$ cat src/rtl/branch_resolver.sv
// branch_resolver: carries branch information from fetch through the F/D, D/E
// and E/M pipeline registers, resolves the branch condition in E on the
// forwarded operands, and reports the corrected next PC and a misprediction
// flag in M. A misprediction flushes F/D and D/E. The delay slot in E still
// advances into M.
//
// Optional feature: define BR_STATS_EN to build saturating 32-bit branch and
// misprediction counters. Without it, br_cnt and mis_cnt are constant zero.
module branch_resolver (
    input  logic        clk,
    input  logic        rst,
    input  logic        stallD,
    input  logic        stallE,
    input  logic [31:0] pcF,
    input  logic        pcsrcPF,
    input  logic        branchD,
    input  logic [2:0]  brtypeD,
    input  logic [31:0] pcbranchD,
    input  logic [31:0] srcaE,
    input  logic [31:0] srcbE,
    output logic        branchM,
    output logic [31:0] pcM,
    output logic        pcsrcM,
    output logic        pcsrcPM,
    output logic [31:0] fpcM,
    output logic        pmis,
    output logic [31:0] br_cnt,
    output logic [31:0] mis_cnt
);

    localparam logic [2:0] BT_BEQ  = 3'b000;
    localparam logic [2:0] BT_BNE  = 3'b001;
    localparam logic [2:0] BT_BLEZ = 3'b010;
    localparam logic [2:0] BT_BGTZ = 3'b011;
    localparam logic [2:0] BT_BLTZ = 3'b100;
    localparam logic [2:0] BT_BGEZ = 3'b101;

    // Branch condition on signed operands; reserved encodings never take.
    function automatic logic eval_taken(input logic [2:0] ty,
                                        input logic signed [31:0] a,
                                        input logic signed [31:0] b);
        logic r;
        case (ty)
            BT_BEQ:  r = (a == b);
            BT_BNE:  r = (a != b);
            BT_BLEZ: r = (a <= 32'sd0);
            BT_BGTZ: r = (a >  32'sd0);
            BT_BLTZ: r = (a <  32'sd0);
            BT_BGEZ: r = (a >= 32'sd0);
            default: r = 1'b0;
        endcase
        return r;
    endfunction

    // F/D register
    logic [31:0] fd_pc_q, fd_pc_d;
    logic        fd_pcsrcp_q, fd_pcsrcp_d;

    // D/E register
    logic [31:0] de_pc_q, de_pc_d;
    logic        de_pcsrcp_q, de_pcsrcp_d;
    logic        de_branch_q, de_branch_d;
    logic [2:0]  de_brtype_q, de_brtype_d;
    logic [31:0] de_target_q, de_target_d;

    // E/M register
    logic [31:0] em_pc_q, em_pc_d;
    logic        em_pcsrcp_q, em_pcsrcp_d;
    logic        em_branch_q, em_branch_d;
    logic        em_taken_q, em_taken_d;
    logic [31:0] em_target_q, em_target_d;

    logic taken_e;
    logic pmis_m;

    // Resolve the E-stage branch; a non-branch never reports taken.
    always_comb begin
        taken_e = de_branch_q & eval_taken(de_brtype_q, srcaE, srcbE);
    end

    // Misprediction is purely a function of the M-stage register contents.
    always_comb begin
        pmis_m = em_branch_q & (em_taken_q ^ em_pcsrcp_q);
    end

    // F/D next state: flush on mispredict, hold on stallD, else capture fetch.
    always_comb begin
        fd_pc_d     = fd_pc_q;
        fd_pcsrcp_d = fd_pcsrcp_q;
        if (pmis_m) begin
            fd_pc_d     = 32'd0;
            fd_pcsrcp_d = 1'b0;
        end else if (!stallD) begin
            fd_pc_d     = pcF;
            fd_pcsrcp_d = pcsrcPF;
        end
    end

    // D/E next state: flush on mispredict, hold on stallE, bubble when only D stalls.
    always_comb begin
        de_pc_d     = de_pc_q;
        de_pcsrcp_d = de_pcsrcp_q;
        de_branch_d = de_branch_q;
        de_brtype_d = de_brtype_q;
        de_target_d = de_target_q;
        if (pmis_m || (!stallE && stallD)) begin
            de_pc_d     = 32'd0;
            de_pcsrcp_d = 1'b0;
            de_branch_d = 1'b0;
            de_brtype_d = 3'd0;
            de_target_d = 32'd0;
        end else if (!stallE) begin
            de_pc_d     = fd_pc_q;
            de_pcsrcp_d = fd_pcsrcp_q;
            de_branch_d = branchD;
            de_brtype_d = brtypeD;
            de_target_d = pcbranchD;
        end
    end

    // E/M next state: bubble while E stalls. A mispredict does not touch it,
    // so the delay slot still advances into M.
    always_comb begin
        em_pc_d     = de_pc_q;
        em_pcsrcp_d = de_pcsrcp_q;
        em_branch_d = de_branch_q;
        em_taken_d  = taken_e;
        em_target_d = de_target_q;
        if (stallE) begin
            em_pc_d     = 32'd0;
            em_pcsrcp_d = 1'b0;
            em_branch_d = 1'b0;
            em_taken_d  = 1'b0;
            em_target_d = 32'd0;
        end
    end

    // Pipeline registers; reset overrides every other update.
    always_ff @(posedge clk) begin
        if (rst) begin
            fd_pc_q     <= 32'd0;
            fd_pcsrcp_q <= 1'b0;
            de_pc_q     <= 32'd0;
            de_pcsrcp_q <= 1'b0;
            de_branch_q <= 1'b0;
            de_brtype_q <= 3'd0;
            de_target_q <= 32'd0;
            em_pc_q     <= 32'd0;
            em_pcsrcp_q <= 1'b0;
            em_branch_q <= 1'b0;
            em_taken_q  <= 1'b0;
            em_target_q <= 32'd0;
        end else begin
            fd_pc_q     <= fd_pc_d;
            fd_pcsrcp_q <= fd_pcsrcp_d;
            de_pc_q     <= de_pc_d;
            de_pcsrcp_q <= de_pcsrcp_d;
            de_branch_q <= de_branch_d;
            de_brtype_q <= de_brtype_d;
            de_target_q <= de_target_d;
            em_pc_q     <= em_pc_d;
            em_pcsrcp_q <= em_pcsrcp_d;
            em_branch_q <= em_branch_d;
            em_taken_q  <= em_taken_d;
            em_target_q <= em_target_d;
        end
    end

    assign branchM = em_branch_q;
    assign pcM     = em_pc_q;
    assign pcsrcM  = em_taken_q;
    assign pcsrcPM = em_pcsrcp_q;
    assign pmis    = pmis_m;
    // The not-taken path skips the delay slot; wraps modulo 2^32.
    assign fpcM    = em_taken_q ? em_target_q : (em_pc_q + 32'd8);

`ifdef BR_STATS_EN
    logic [31:0] br_cnt_q, br_cnt_d;
    logic [31:0] mis_cnt_q, mis_cnt_d;

    // Saturating event counters for resolved branches and mispredictions.
    always_comb begin
        br_cnt_d  = br_cnt_q;
        mis_cnt_d = mis_cnt_q;
        if (em_branch_q && (br_cnt_q != 32'hFFFF_FFFF)) begin
            br_cnt_d = br_cnt_q + 32'd1;
        end
        if (pmis_m && (mis_cnt_q != 32'hFFFF_FFFF)) begin
            mis_cnt_d = mis_cnt_q + 32'd1;
        end
    end

    // Counter registers; reset also suppresses the update of that cycle.
    always_ff @(posedge clk) begin
        if (rst) begin
            br_cnt_q  <= 32'd0;
            mis_cnt_q <= 32'd0;
        end else begin
            br_cnt_q  <= br_cnt_d;
            mis_cnt_q <= mis_cnt_d;
        end
    end

    assign br_cnt  = br_cnt_q;
    assign mis_cnt = mis_cnt_q;
`else
    assign br_cnt  = 32'd0;
    assign mis_cnt = 32'd0;
`endif

endmodule

$ cat config.mk
export PLATFORM = sky130hd
export DESIGN_NAME = branch_resolver
export DESIGN_NICKNAME = d
export VERILOG_FILES = /design/src/rtl/branch_resolver.sv
export SDC_FILE = /design/constraint.sdc
export NUM_CORES = 1
export LEC_CHECK = 0
export CORE_MARGIN = 8
export CORE_UTILIZATION = 25
export CTS_BUF_LIST = sky130_fd_sc_hd__clkbuf_4 sky130_fd_sc_hd__clkbuf_8 sky130_fd_sc_hd__clkbuf_16
export CTS_CLUSTER_SIZE = 28
export DETAILED_ROUTE_END_ITERATION = 10
export DONT_BUFFER_PORTS = 1
export GPL_TIMING_DRIVEN = 0
export PLACE_DENSITY_LB_ADDON = 0.12
export SKIP_CTS_REPAIR_TIMING = 1
export SLEW_MARGIN = 20
export SYNTH_ARGS = -nofsm -noshare
export SYNTH_HDL_FRONTEND = slang
export SYNTH_SLANG_ARGS = --single-unit
$ cat constraint.sdc
create_clock -name clk -period 2.3 [get_ports clk]
set_clock_uncertainty 0.1 [all_clocks]
set_input_delay 0.69 -clock clk [delete_from_list [all_inputs] [get_ports clk]]
set_output_delay 0.69 -clock clk [all_outputs]
set_load 0.01 [all_outputs]
==> results of run 1 <==
-- final timing paths --
path,from,to,slack [ps],depth (start not counted)
worst max-delay path,pcM[3],fpcM[27],-1000,9
worst min-delay path,pcF[8],fd_pc_q[8],300,2
worst max register to register,pcsrcM,de_brtype_q[2],230,8
worst min register to register,de_target_q[26],em_target_q[26],350,1
-- registers in the layout, indices dropped and copies added (netlist names), 3 cells and up --
signal and count:
de_brtype_q 3, de_pc_q 32, de_target_q 32, em_target_q 32, fd_pc_q 32, pcM 32
-- Yosys cell counts (2+ instances only) --
cell type / instances / area (um2)
o21ai_1: 5 / 25.02
clkbuf_1: 30 / 112.6
nand3_1: 10 / 50.05
and3_1: 2 / 12.51
o21ai_0: 24 / 120.1
inv_1: 4 / 15.01
buf_2: 3 / 15.01
xor2_1: 55 / 481.7
xnor2_1: 7 / 61.31
nand4_1: 10 / 62.56
buf_6: 4 / 45.04
mux2_2: 4 / 45.04
nand2_1: 38 / 142.6
buf_4: 64 / 480.5
and2_1: 66 / 412.9
nor2_1: 108 / 405.4
nor4_1: 17 / 106.4
and4_1: 3 / 26.28
dfxtp_1: 169 / 3383
mux2i_1: 103 / 1031
-- final cells by class --
| cell class | instances | area share, % |
|---|---|---|
| multi-input cells | 530 | 40.27 |
| flip-flops and latches | 169 | 38.68 |
| plain buffers | 102 | 7.997 |
| well taps | 384 | 5.444 |
| clock buffers | 17 | 4.821 |
| clock inverters | 15 | 1.687 |
| repair buffers | 10 | 0.9358 |
| inverters | 4 | 0.1701 |
-- worst max-delay path, cell delays in order, from the launching register on --
cell and delay (ps):
dfxtp_4 410, ha_4 160, and4_4 250, nor4b_4 220
buf_6 170, nor3b_4 260, buf_6 140, nand4_1 100
xor2_1 190, o21ai_2 190
-- power breakdown --
part | leakage, nW | switching [W] | internal (W)
combinational | 2.20 | 0.000271 | 0.000232
clock | 0.286 | 0.00137 | 0.00145
sequential | 1.39 | 0.0000530 | 0.00302
total | 3.87 | 0.00169 | 0.00470
-- logic make-up after synthesis --
kind of cell / synth area share, %
flops: 46.96
xor+xnor: 7.537
fa+ha+maj: 0.1736
other cells: 0.05205
buf+inv: 9.621
mux: 14.94
simple gates: 18.41
compound gates: 2.310
-- metal layers --
metal,wire length [um],part of all wire [%]
met2,10260,47
met1,9294,42
met4,173,0.78
met5,0,0
met3,2309,10
-- through the flow --
step	worst slack, ps	TNS (ps)	utilization, %
after floorplan	-275.2	-1868	-
after global placement	-892.9	-47880	28.04
after detailed placement	-883.5	-45690	28.04
after CTS	-1368	-51440	30.05
after global routing	-1197	-18570	30.91
final	-1000	-14800	30.91
==> flow_summary.json, run 1 <==
{
  "outcome": "complete, but fails checks",
  "violations": "setup timing",
  "drt-pass1-iter-count": 4,
  "initial_core_util_pct": 25.24,
  "dpl.hpwl_um": 17190,
  "grt_usage_pct": 12.57,
  "worst_pin_slew_ps": 1008,
  "peakVddDrop_mv": 0.3186,
  "area_delta_synth_final_pct": 22.49,
  "n_antenna_cell": 0,
  "clk_latency_ps": 440,
  "fin_crit_ps": 3300,
  "fillers": 3029,
  "p_per_area_mw_per_mm2": 723.7,
  "async_reset_ff_share_pct": 0,
  "synth_cell_types": 37,
  "min_period_over_period_pct": 143.5,
  "die_w_um": 185.8,
  "arrival_ps": 2510,
  "register_area_mm2": 0.003413,
  "synth-edff-count": 0,
  "num_io_pins": 269,
  "power.leakage_nw": 3.868,
  "final_cell_mix": "dfxtp_1 (155), nor2_1 (107), mux2i_1 (103)",
  "cp.required_ps": 1510,
  "multi_input_comb_area_mm2": 0.003553,
  "numCtsBuffers": 17,
  "cp-end-kind": "primary output",
  "place_congestion": 0.7451,
  "synth-seq-cells": 169,
  "cts_tree": "yes",
  "yosysWarnings": 0,
  "stdcell_area_mm2": 0.008825,
  "dieHeight_um": 185.8,
  "setup_viol": 24,
  "grt_use_met3_pct": 5.466,
  "ys_seq_area_share_pct": 46.96,
  "vias": 4921,
  "layout_setup_ws_ps": -1000,
  "hp-class": "in -> reg",
  "total_power_w": 0.006387,
  "use_met1_pct": 15.09,
  "max_cap_viol_count": 0,
  "rsz0062_at_grt": "yes",
  "syn_inst": 743,
  "first_iter_violations": 137,
  "drc": 0,
  "grt_max_degree": 19,
  "clock-sinks": 169,
  "die_area_mm2": 0.03450,
  "postPlaceCellArea_mm2": 0.008005,
  "critPathKind": "reg -> out",
  "grtUsageMet2_pct": 20.26,
  "drtAntennaViolNets": 0,
  "grt_pass1_vias": 4885,
  "io_buffers": 0,
  "nets": 972,
  "drive_gt1_share_pct": 21.96,
  "rows": 62,
  "slew-limit-headroom_pct": 32.79,
  "core-area_mm2": 0.02855,
  "viasPerCell": 3.998,
  "clkTransAtPathRegs_ps": 80,
  "worstPathMaxFanout": 5,
  "grt.busiest_layer": "met2",
  "htree_num_levels": 4,
  "worstSetupStartpointType": "register",
  "drv_slew": 0,
  "fmax_mhz": 303.0,
  "syn_avg_cell_area_um2": 9.696,
  "dp.cells": 1190,
  "clk_path_buf_depth": 2,
  "final_common_cell": "dfxtp_1",
  "grt_overflow": 0,
  "grt_first_pass_wirelength_um": 31680,
  "wl_per_cell_um": 17.90,
  "wl_um": 22040,
  "layout.cells.non_filler": 1231,
  "clock-root-buffer": "clkbuf_16",
  "antenna_found_initial": 0,
  "timing.hold.ws_ps": 296.3,
  "hold_viol": 0,
  "synth_area_mm2": 0.007204,
  "synth_ff_type": "dfxtp_1"
}
Power figures use the tool's default switching activity.
==> run 2, diff against run 1 <==
HOLD_SLACK_MARGIN = 0.15   (was unset)
SKIP_LAST_GASP = 1   (was unset)
==> run 2 against run 1 <==
Against the previous run: the flow still finishes with violations (setup timing); largest power group unchanged; register-to-register slack barely moved; combinational power barely moved; power is essentially flat; largest cell class unchanged; non-clock buffer count stayed put; worst hold slack hardly changed.
==> flow_summary.json, run 2 (synthesis gave the netlist of run 1 again) <==
{
  "violations": "setup timing",
  "num_io_pins": 269,
  "wl_per_cell_um": 17.91,
  "r2r-start": "pcsrcM",
  "dieHeight_um": 185.8,
  "register_area_mm2": 0.003413,
  "hp-class": "in -> reg",
  "arrival_ps": 2510,
  "clk_path_buf_depth": 2,
  "fin_crit_ps": 3303,
  "critPathKind": "reg -> out",
  "grt_usage_pct": 12.57,
  "final_common_cell": "dfxtp_1",
  "clkTransAtPathRegs_ps": 80,
  "grt_pass1_vias": 4885,
  "htree_num_levels": 4,
  "peakVddDrop_mv": 0.3186,
  "crit_path_start": "pcM[3]",
  "grt_overflow": 0,
  "slew-limit-headroom_pct": 32.79,
  "setup-tns-final_ps": -14820,
  "die_w_um": 185.8,
  "rows": 62,
  "first_iter_violations": 136,
  "grt_max_degree": 19,
  "place_congestion": 0.7451,
  "viasPerCell": 3.999,
  "rsz0062_at_grt": "yes",
  "n_antenna_cell": 0,
  "timing.hold.ws_ps": 296.3,
  "antenna_found_initial": 0,
  "layout_setup_ws_ps": -1003,
  "fillers": 3031,
  "worstPathMaxFanout": 5,
  "nets": 972,
  "cts_tree": "yes",
  "final_cell_mix": "dfxtp_1 (155), nor2_1 (107), mux2i_1 (103)",
  "initial_core_util_pct": 25.24,
  "die_area_mm2": 0.03450,
  "max_cap_viol_count": 0,
  "drive_gt1_share_pct": 21.84,
  "layout.cells.non_filler": 1231,
  "vias": 4923,
  "power.leakage_nw": 3.867,
  "core-area_mm2": 0.02855,
  "cp-end-kind": "primary output",
  "wl_um": 22050,
  "grt_first_pass_wirelength_um": 31680,
  "io_buffers": 0,
  "outcome": "complete, but fails checks",
  "dp.cells": 1190,
  "setup_viol": 24,
  "cp.required_ps": 1510,
  "p_per_area_mw_per_mm2": 724.3,
  "dpl.hpwl_um": 17190,
  "hold_viol": 0,
  "drv_slew": 0,
  "drtAntennaViolNets": 0,
  "numCtsBuffers": 17,
  "min_from": "pcF[8]",
  "drt-pass1-iter-count": 4,
  "clk_latency_ps": 440,
  "drc": 0,
  "worst_pin_slew_ps": 1008,
  "multi_input_comb_area_mm2": 0.003546,
  "clock-sinks": 169,
  "worstSetupStartpointType": "register",
  "area_delta_synth_final_pct": 22.39,
  "dp_slack_ps": -883.5,
  "clock-root-buffer": "clkbuf_16",
  "fmax_mhz": 302.7,
  "min_period_over_period_pct": 143.6
}
-- run 2: through the flow --
step	instance area [um2]	utilization, %	power, W
2_1_floorplan	7525	-	0.003533
3_3_place_gp	8005	28.04	0.003643
3_5_place_dp	8005	28.04	0.003646
4_1_cts	8579	30.05	0.006514
5_1_grt	8817	30.89	0.006693
6_report	8817	30.89	0.006386
-- run 2: worst paths after layout --
check | to | slack [ps] | cells after the start
max reg2reg | de_brtype_q[2] | 230 | 8
max | fpcM[27] | -1000 | 9
min | fd_pc_q[8] | 300 | 2
min reg2reg | em_target_q[26] | 350 | 1
-- run 2: cell type report --
class,count,share of cell area (%)
plain buffers,102,8.003
clock buffers,17,4.825
clock inverters,15,1.689
inverters,4,0.1703
multi-input cells,530,40.22
flip-flops and latches,169,38.71
well taps,384,5.449
repair buffers,10,0.9366
-- run 2: critical path: stages (launching register included) --
cell	delay (ps)
dfxtp_4	410
ha_4	160
and4_4	250
nor4b_4	220
buf_6	170
nor3b_4	260
buf_6	140
nand4_1	100
xor2_1	190
o21ai_2	190
-- run 2: layer usage --
metal	up-vias	GRT usage (%)	routed length, um
met5	-	0	0
met4	0	3.366	173
met3	11	5.466	2309
met2	154	20.26	10270
met1	2244	15.09	9300
li1	2514	-	-
-- run 2: power by group --
part | internal (W) | switching (W)
clock | 0.00145 | 0.00136
combinational | 0.000232 | 0.000271
sequential | 0.00302 | 0.0000530
total | 0.00470 | 0.00169
==> run 3, diff against run 2 <==
CAP_MARGIN = 20   (was unset)
==> results of run 3 <==
Same layout as run 2: the final DEF is identical, and so are final timing and power.
